File: src/rtl/fifo_ctrl_param_if.sv
// Request/status bundle between a FIFO user and fifo_ctrl_param.
// The master drives the requests; the slave (the controller) drives RAM strobes and status.
interface fifo_ctrl_param_if #(
    parameter int ADDR_W = 3
);
    logic              insert;
    logic              remove;
    logic              flush;
    logic [ADDR_W-1:0] wr_addr;
    logic [ADDR_W-1:0] rd_addr;
    logic              ram_we;
    logic              ram_re;
    logic [ADDR_W:0]   count;
    logic              full;
    logic              empty;
    logic              almost_full;
    logic              almost_empty;
    logic              overflow;
    logic              underflow;

    modport master (
        output insert, remove, flush,
        input  wr_addr, rd_addr, ram_we, ram_re, count,
        input  full, empty, almost_full, almost_empty, overflow, underflow
    );

    modport slave (
        input  insert, remove, flush,
        output wr_addr, rd_addr, ram_we, ram_re, count,
        output full, empty, almost_full, almost_empty, overflow, underflow
    );
endinterface

File: src/rtl/fifo_ctrl_param.sv
// Single-cycle FIFO controller for an external dual-port RAM: pointers, count, flags, strobes.
// Define FIFO_CTRL_ERR_EN to build the sticky overflow/underflow error flags.
module fifo_ctrl_param #(
    parameter int ADDR_W   = 3,
    parameter int AF_LEVEL = 6,
    parameter int AE_LEVEL = 1
) (
    input  logic               ck_i,
    input  logic               reset_n_i,
    fifo_ctrl_param_if.slave   bus
);
    localparam int DEPTH = 2 ** ADDR_W;
    localparam logic [ADDR_W:0] CNT_FULL = (ADDR_W+1)'(DEPTH);
    localparam logic [ADDR_W:0] CNT_ONE  = (ADDR_W+1)'(1);
    localparam logic [ADDR_W:0] AF_CNT   = (ADDR_W+1)'(AF_LEVEL);
    localparam logic [ADDR_W:0] AE_CNT   = (ADDR_W+1)'(AE_LEVEL);

    // Bit 0 is the empty flag, bit 1 the full flag, so the state register drives them directly.
    typedef enum logic [1:0] {
        PARTIAL = 2'b00,
        EMPTY   = 2'b01,
        FULL    = 2'b10
    } state_e;

    state_e            state_q, state_d;
    logic [ADDR_W-1:0] wp_q, wp_d;
    logic [ADDR_W-1:0] rp_q, rp_d;
    logic [ADDR_W:0]   cnt_q, cnt_d;
    logic              wr_ok, rd_ok;

    always_comb begin
        wr_ok   = reset_n_i & bus.insert & ~bus.flush & (state_q != FULL);
        rd_ok   = reset_n_i & bus.remove & ~bus.flush & (state_q != EMPTY);
        state_d = state_q;
        wp_d    = wp_q + {{(ADDR_W-1){1'b0}}, wr_ok};
        rp_d    = rp_q + {{(ADDR_W-1){1'b0}}, rd_ok};
        cnt_d   = cnt_q;

        if (wr_ok && !rd_ok) begin
            cnt_d = cnt_q + CNT_ONE;
        end else if (rd_ok && !wr_ok) begin
            cnt_d = cnt_q - CNT_ONE;
        end

        case (state_q)
            EMPTY: begin
                if (wr_ok) state_d = PARTIAL;
            end
            PARTIAL: begin
                if (wr_ok && !rd_ok && cnt_q == CNT_FULL - CNT_ONE) begin
                    state_d = FULL;
                end else if (rd_ok && !wr_ok && cnt_q == CNT_ONE) begin
                    state_d = EMPTY;
                end
            end
            FULL: begin
                if (rd_ok) state_d = PARTIAL;
            end
            default: state_d = EMPTY;
        endcase

        if (bus.flush) begin
            state_d = EMPTY;
            wp_d    = '0;
            rp_d    = '0;
            cnt_d   = '0;
        end
    end

    always_ff @(posedge ck_i) begin
        if (!reset_n_i) begin
            state_q <= EMPTY;
            wp_q    <= '0;
            rp_q    <= '0;
            cnt_q   <= '0;
        end else begin
            state_q <= state_d;
            wp_q    <= wp_d;
            rp_q    <= rp_d;
            cnt_q   <= cnt_d;
        end
    end

`ifdef FIFO_CTRL_ERR_EN
    logic ovf_q, ovf_d;
    logic unf_q, unf_d;

    // Refused requests only; flush never clears these, only reset does.
    always_comb begin
        ovf_d = ovf_q | (bus.insert & ~bus.flush & (state_q == FULL) & ~rd_ok);
        unf_d = unf_q | (bus.remove & ~bus.flush & (state_q == EMPTY));
    end

    always_ff @(posedge ck_i) begin
        if (!reset_n_i) begin
            ovf_q <= 1'b0;
            unf_q <= 1'b0;
        end else begin
            ovf_q <= ovf_d;
            unf_q <= unf_d;
        end
    end

    assign bus.overflow  = ovf_q;
    assign bus.underflow = unf_q;
`else
    assign bus.overflow  = 1'b0;
    assign bus.underflow = 1'b0;
`endif

    assign bus.wr_addr      = wp_q;
    assign bus.rd_addr      = rp_q;
    assign bus.ram_we       = wr_ok;
    assign bus.ram_re       = rd_ok;
    assign bus.count        = cnt_q;
    assign bus.empty        = state_q[0];
    assign bus.full         = state_q[1];
    assign bus.almost_full  = (cnt_q >= AF_CNT);
    assign bus.almost_empty = (cnt_q <= AE_CNT);

    a_full_cnt: assert property (@(posedge ck_i) disable iff (!reset_n_i)
        bus.full == (cnt_q == CNT_FULL));
    a_empty_cnt: assert property (@(posedge ck_i) disable iff (!reset_n_i)
        bus.empty == (cnt_q == '0));
endmodule

File: src/flat_wrapper.sv
// flat-port wrapper written by rule: the top's interface ports become plain ports
module fifo_ctrl_param_flat 
#(
    parameter int ADDR_W   = 3,
    parameter int AF_LEVEL = 6,
    parameter int AE_LEVEL = 1
)
  (ck_i, reset_n_i, bus_insert, bus_remove, bus_flush, bus_wr_addr, bus_rd_addr, bus_ram_we, bus_ram_re, bus_count, bus_full, bus_empty, bus_almost_full, bus_almost_empty, bus_overflow, bus_underflow);
  fifo_ctrl_param_if #(.ADDR_W(ADDR_W)) bus_i ();
  input  logic ck_i;
  input  logic reset_n_i;
  input wire logic [$bits(bus_i.insert)-1:0] bus_insert;
  input wire logic [$bits(bus_i.remove)-1:0] bus_remove;
  input wire logic [$bits(bus_i.flush)-1:0] bus_flush;
  output wire logic [$bits(bus_i.wr_addr)-1:0] bus_wr_addr;
  output wire logic [$bits(bus_i.rd_addr)-1:0] bus_rd_addr;
  output wire logic [$bits(bus_i.ram_we)-1:0] bus_ram_we;
  output wire logic [$bits(bus_i.ram_re)-1:0] bus_ram_re;
  output wire logic [$bits(bus_i.count)-1:0] bus_count;
  output wire logic [$bits(bus_i.full)-1:0] bus_full;
  output wire logic [$bits(bus_i.empty)-1:0] bus_empty;
  output wire logic [$bits(bus_i.almost_full)-1:0] bus_almost_full;
  output wire logic [$bits(bus_i.almost_empty)-1:0] bus_almost_empty;
  output wire logic [$bits(bus_i.overflow)-1:0] bus_overflow;
  output wire logic [$bits(bus_i.underflow)-1:0] bus_underflow;
  assign bus_i.insert = bus_insert;
  assign bus_i.remove = bus_remove;
  assign bus_i.flush = bus_flush;
  assign bus_wr_addr = bus_i.wr_addr;
  assign bus_rd_addr = bus_i.rd_addr;
  assign bus_ram_we = bus_i.ram_we;
  assign bus_ram_re = bus_i.ram_re;
  assign bus_count = bus_i.count;
  assign bus_full = bus_i.full;
  assign bus_empty = bus_i.empty;
  assign bus_almost_full = bus_i.almost_full;
  assign bus_almost_empty = bus_i.almost_empty;
  assign bus_overflow = bus_i.overflow;
  assign bus_underflow = bus_i.underflow;
  fifo_ctrl_param #(.ADDR_W(ADDR_W), .AF_LEVEL(AF_LEVEL), .AE_LEVEL(AE_LEVEL)) u_core (.ck_i(ck_i), .reset_n_i(reset_n_i), .bus(bus_i));
endmodule
File: config.mk
export PLATFORM = sky130hd
export DESIGN_NAME = fifo_ctrl_param_flat
export DESIGN_NICKNAME = d
export VERILOG_FILES = /design/src/rtl/fifo_ctrl_param_if.sv /design/src/rtl/fifo_ctrl_param.sv /design/src/flat_wrapper.sv
export SDC_FILE = /design/constraint.sdc
export NUM_CORES = 1
export LEC_CHECK = 0
export BUFFER_PORTS_ARGS = -buffer_cell sky130_fd_sc_hd__buf_2
export CORE_MARGIN = 3
export CORE_UTILIZATION = 35
export DETAILED_ROUTE_END_ITERATION = 7
export HOLD_SLACK_MARGIN = 0.05
export PLACE_DENSITY = 0.7
export SLEW_MARGIN = 20
export SYNTH_ARGS = -nofsm -noshare
export SYNTH_HDL_FRONTEND = slang
export SYNTH_SLANG_ARGS = --single-unit
File: constraint.sdc
create_clock -name ck_i -period 2.2 [get_ports ck_i]
set_input_delay 0.44 -clock ck_i [delete_from_list [all_inputs] [get_ports ck_i]]
set_output_delay 0.44 -clock ck_i [all_outputs]
set_load 0.03 [all_outputs]
==> out/results.ini <==
[run_status]
status=finished, final reports clean

[floorplanning]
core_um2=2002
pin_count=23
fp.dieH_um=52.39
initial_core_util_pct=37.62
die-area_um2=2745
dieWidth_um=52.39
rows=16

[route]
totalWireLength_um=1365
wl_per_cell_um=10.04
ant_nets=0
via_per_inst=4.529
drt_first_pass_iters=4
vias=616
drc=0
drt_iter0_drc=5

[synth]
syn_area_um2=753.2
synth_seq_area_share_pct=31.89
yosysWarnings=0
ys_seq_elements=12
async_flop_share_pct=0
synth_edf_count=0
syn_inst=83
synth_top_area_cell=dfxtp_1
synthTopCellsByArea=dfxtp_1 32%, ha_1 23%, nor2_1 4.0%
synth_top_cells_by_count=14 x ha_1, 12 x dfxtp_1, 8 x nor2_1, 7 x inv_1
yosysUniqueCellTypes=29
synth_ff_type=dfxtp_1
yosysMostFrequentCell=ha_1
synth_top_area_share_pct=31.89
avgSynthCellArea_um2=9.075

[clock_tree]
clock_sinks=12
clockRootBuffer=clkbuf_4
cts_max_level=1
clk_path_buf_depth=2
path_clk_slew_ns=0.08
cts_buffers=3
cts_tree=built
clkLatencyLatePin_ns=0.27
cts_hold_buffers=0

[worst_setup_path]
crit_arrival_ns=1.64
cp_max_fo=4
start_kind=flip-flop
worstReg2RegStart=u_core.state_q[1]
cp-endpoint=bus_ram_we
worst-setup-path-type=reg2out
startpoint=u_core.state_q[0]
r2r_cells=9
rrSetupSlack_ns=0.12
cp.required_ns=1.76
critPathCaptureType=output pin
r2r-end=u_core.bus.count[3]

[timing]
whs_ns=0.4583
period_share_pct=94.56
fmax_mhz=480.7
setup_viol=0
hold_violations=0
worst_slack_ns=0.1197
min_period_ns=2.080
finalClockSkew_ns=0.01138
drv_slew=0
totalNegativeSetupSlack_ns=0

[pwr]
power.switching_uw=113.7
switching_share_pct=26.41
seqPwrFrac_pct=51.7
combPwrFrac_pct=16.2
p_int_uw=317.0
powerDensity_nw_per_um2=438.5
ir_drop_uv=196.7
leakage_uw=0.0004689
finalPower_uw=430.7
clockPowerShare_pct=32.1

[global_routing]
use_met1_pct=12.78
grt_start_max_net_pins=10
grt_util_met3_pct=2.564
grt-ovfl-total=0
antenna_found_initial=0
grtUsageMet2_pct=17.98
grt.busiest_layer=met2
grt_pass1_wl_um=2228
grt_pass1_vias=549
grt_usage_pct=11.12

[finish]
area_growth_pct=30.40
fin_util_pct=49.06
drive_above_1_share_pct=35.78
n_antenna_cell=0
nNetsFinal=129

[job]
cap_violations=0

[min_path]
hold_class=in2reg

[place]
gp_congestion=0.7420
portBuffers=20
dp_slack_ns=0.03578
hpwl_um=1134

## critical path: stages (launching register included)
cell and delay, ns:
dfxtp_4 0.37, inv_1 0.07, ha_2 0.19, nand2b_4 0.13, or2_4 0.24, clkinvlp_4 0.08, buf_4 0.11, buf_2 0.18
## cell families (layout without fill, tap and decap cells)
kind of cell | Yosys count | count (layout) | synth area share, %
AO/OA/AOI/OAI | 12 | 12 | 10.13
XOR/XNOR | 5 | 5 | 5.815
adder cells (fa/ha/maj) | 14 | 14 | 23.26
buffers and inverters | 10 | 35 | 5.980
flip-flops | 12 | 12 | 31.89
multiplexers | 2 | 2 | 2.824
other | 1 | 2 | 0.4979
AND/OR/NAND/NOR | 27 | 27 | 19.60
## through the flow
stage | std cells | area [um2]
floorplan | 84 | 783.3
global placement | 129 | 904.6
detailed placement | 129 | 904.6
CTS | 133 | 930.9
global route | 136 | 982.2
finish | 136 | 982.2
## power by group through the flow
stage / clock [uW] / combinational, uW / sequential, uW
2_1_floorplan: 0 / 46.2 / 234
3_3_place_gp: 0 / 64.4 / 229
3_5_place_dp: 0 / 65.4 / 229
4_1_cts: 144 / 65.6 / 224
5_1_grt: 155 / 76.8 / 223
6_report: 138 / 69.6 / 223
## routing by layer
| layer | up-vias | share of wire, % |
|---|---|---|
| met5 | - | 0 |
| met4 | 0 | 1.2 |
| met3 | 2 | 5.1 |
| met2 | 14 | 49 |
| met1 | 274 | 45 |
| li1 | 326 | - |
## how the worst min path moves through the flow
stage | startpoint | endpoint | slack, ns | depth (start not counted)
floorplan | u_core.state_q[1] | u_core.state_q[1] | 0.54 | 2
CTS | bus_flush | u_core.state_q[0] | 0.46 | 3
finish | bus_flush | u_core.state_q[0] | 0.46 | 3
global route | bus_flush | u_core.state_q[0] | 0.49 | 3
global placement | u_core.bus.rd_addr[2] | u_core.bus.rd_addr[2] | 0.49 | 2
detailed placement | u_core.state_q[1] | u_core.state_q[1] | 0.49 | 2
## sequential cells by signal, indices dropped and copies added, names as in the netlist
register and count:
u_core.bus.rd_addr 3, u_core.state_q 2, u_core.bus.count 4, u_core.bus.wr_addr 3
## timing repair
item	CTS	global route
setup buffers	0	3
endpoints found under the hold margin	0	0
gates resized for setup	0	7
setup endpoints to repair	0	5
## area by class of cell
type                            instances  area [um2]
Fill cell                             181        1020
Multi-Input combinational cell         62       510.5
Sequential cell                        12       247.7
Timing Repair Buffer                   24       130.1
Inverter                                7       33.78
Tap cell                               27       33.78
Clock buffer                            4       26.28
## layout by cell type, fill, tap and decap left out, drive strengths merged, types with 2 or more instances in the layout
| master | synthesis | routed |
|---|---|---|
| conb | 1 | 2 |
| or2 | 2 | 2 |
| buf | 2 | 24 |
| clkbuf | 1 | 4 |
| and2 | 4 | 4 |
| xor2 | 2 | 2 |
| nand2b | 4 | 4 |
| clkinvlp | 0 | 2 |
| o211ai | 2 | 2 |
| nand2 | 2 | 2 |
| ha | 14 | 14 |
| inv | 7 | 5 |
| a21oi | 4 | 4 |
| nor2 | 8 | 8 |
| dfxtp | 12 | 12 |
| o21ai | 3 | 3 |
| xnor2 | 3 | 3 |
Note: power is estimated with default switching activity, not from simulation.
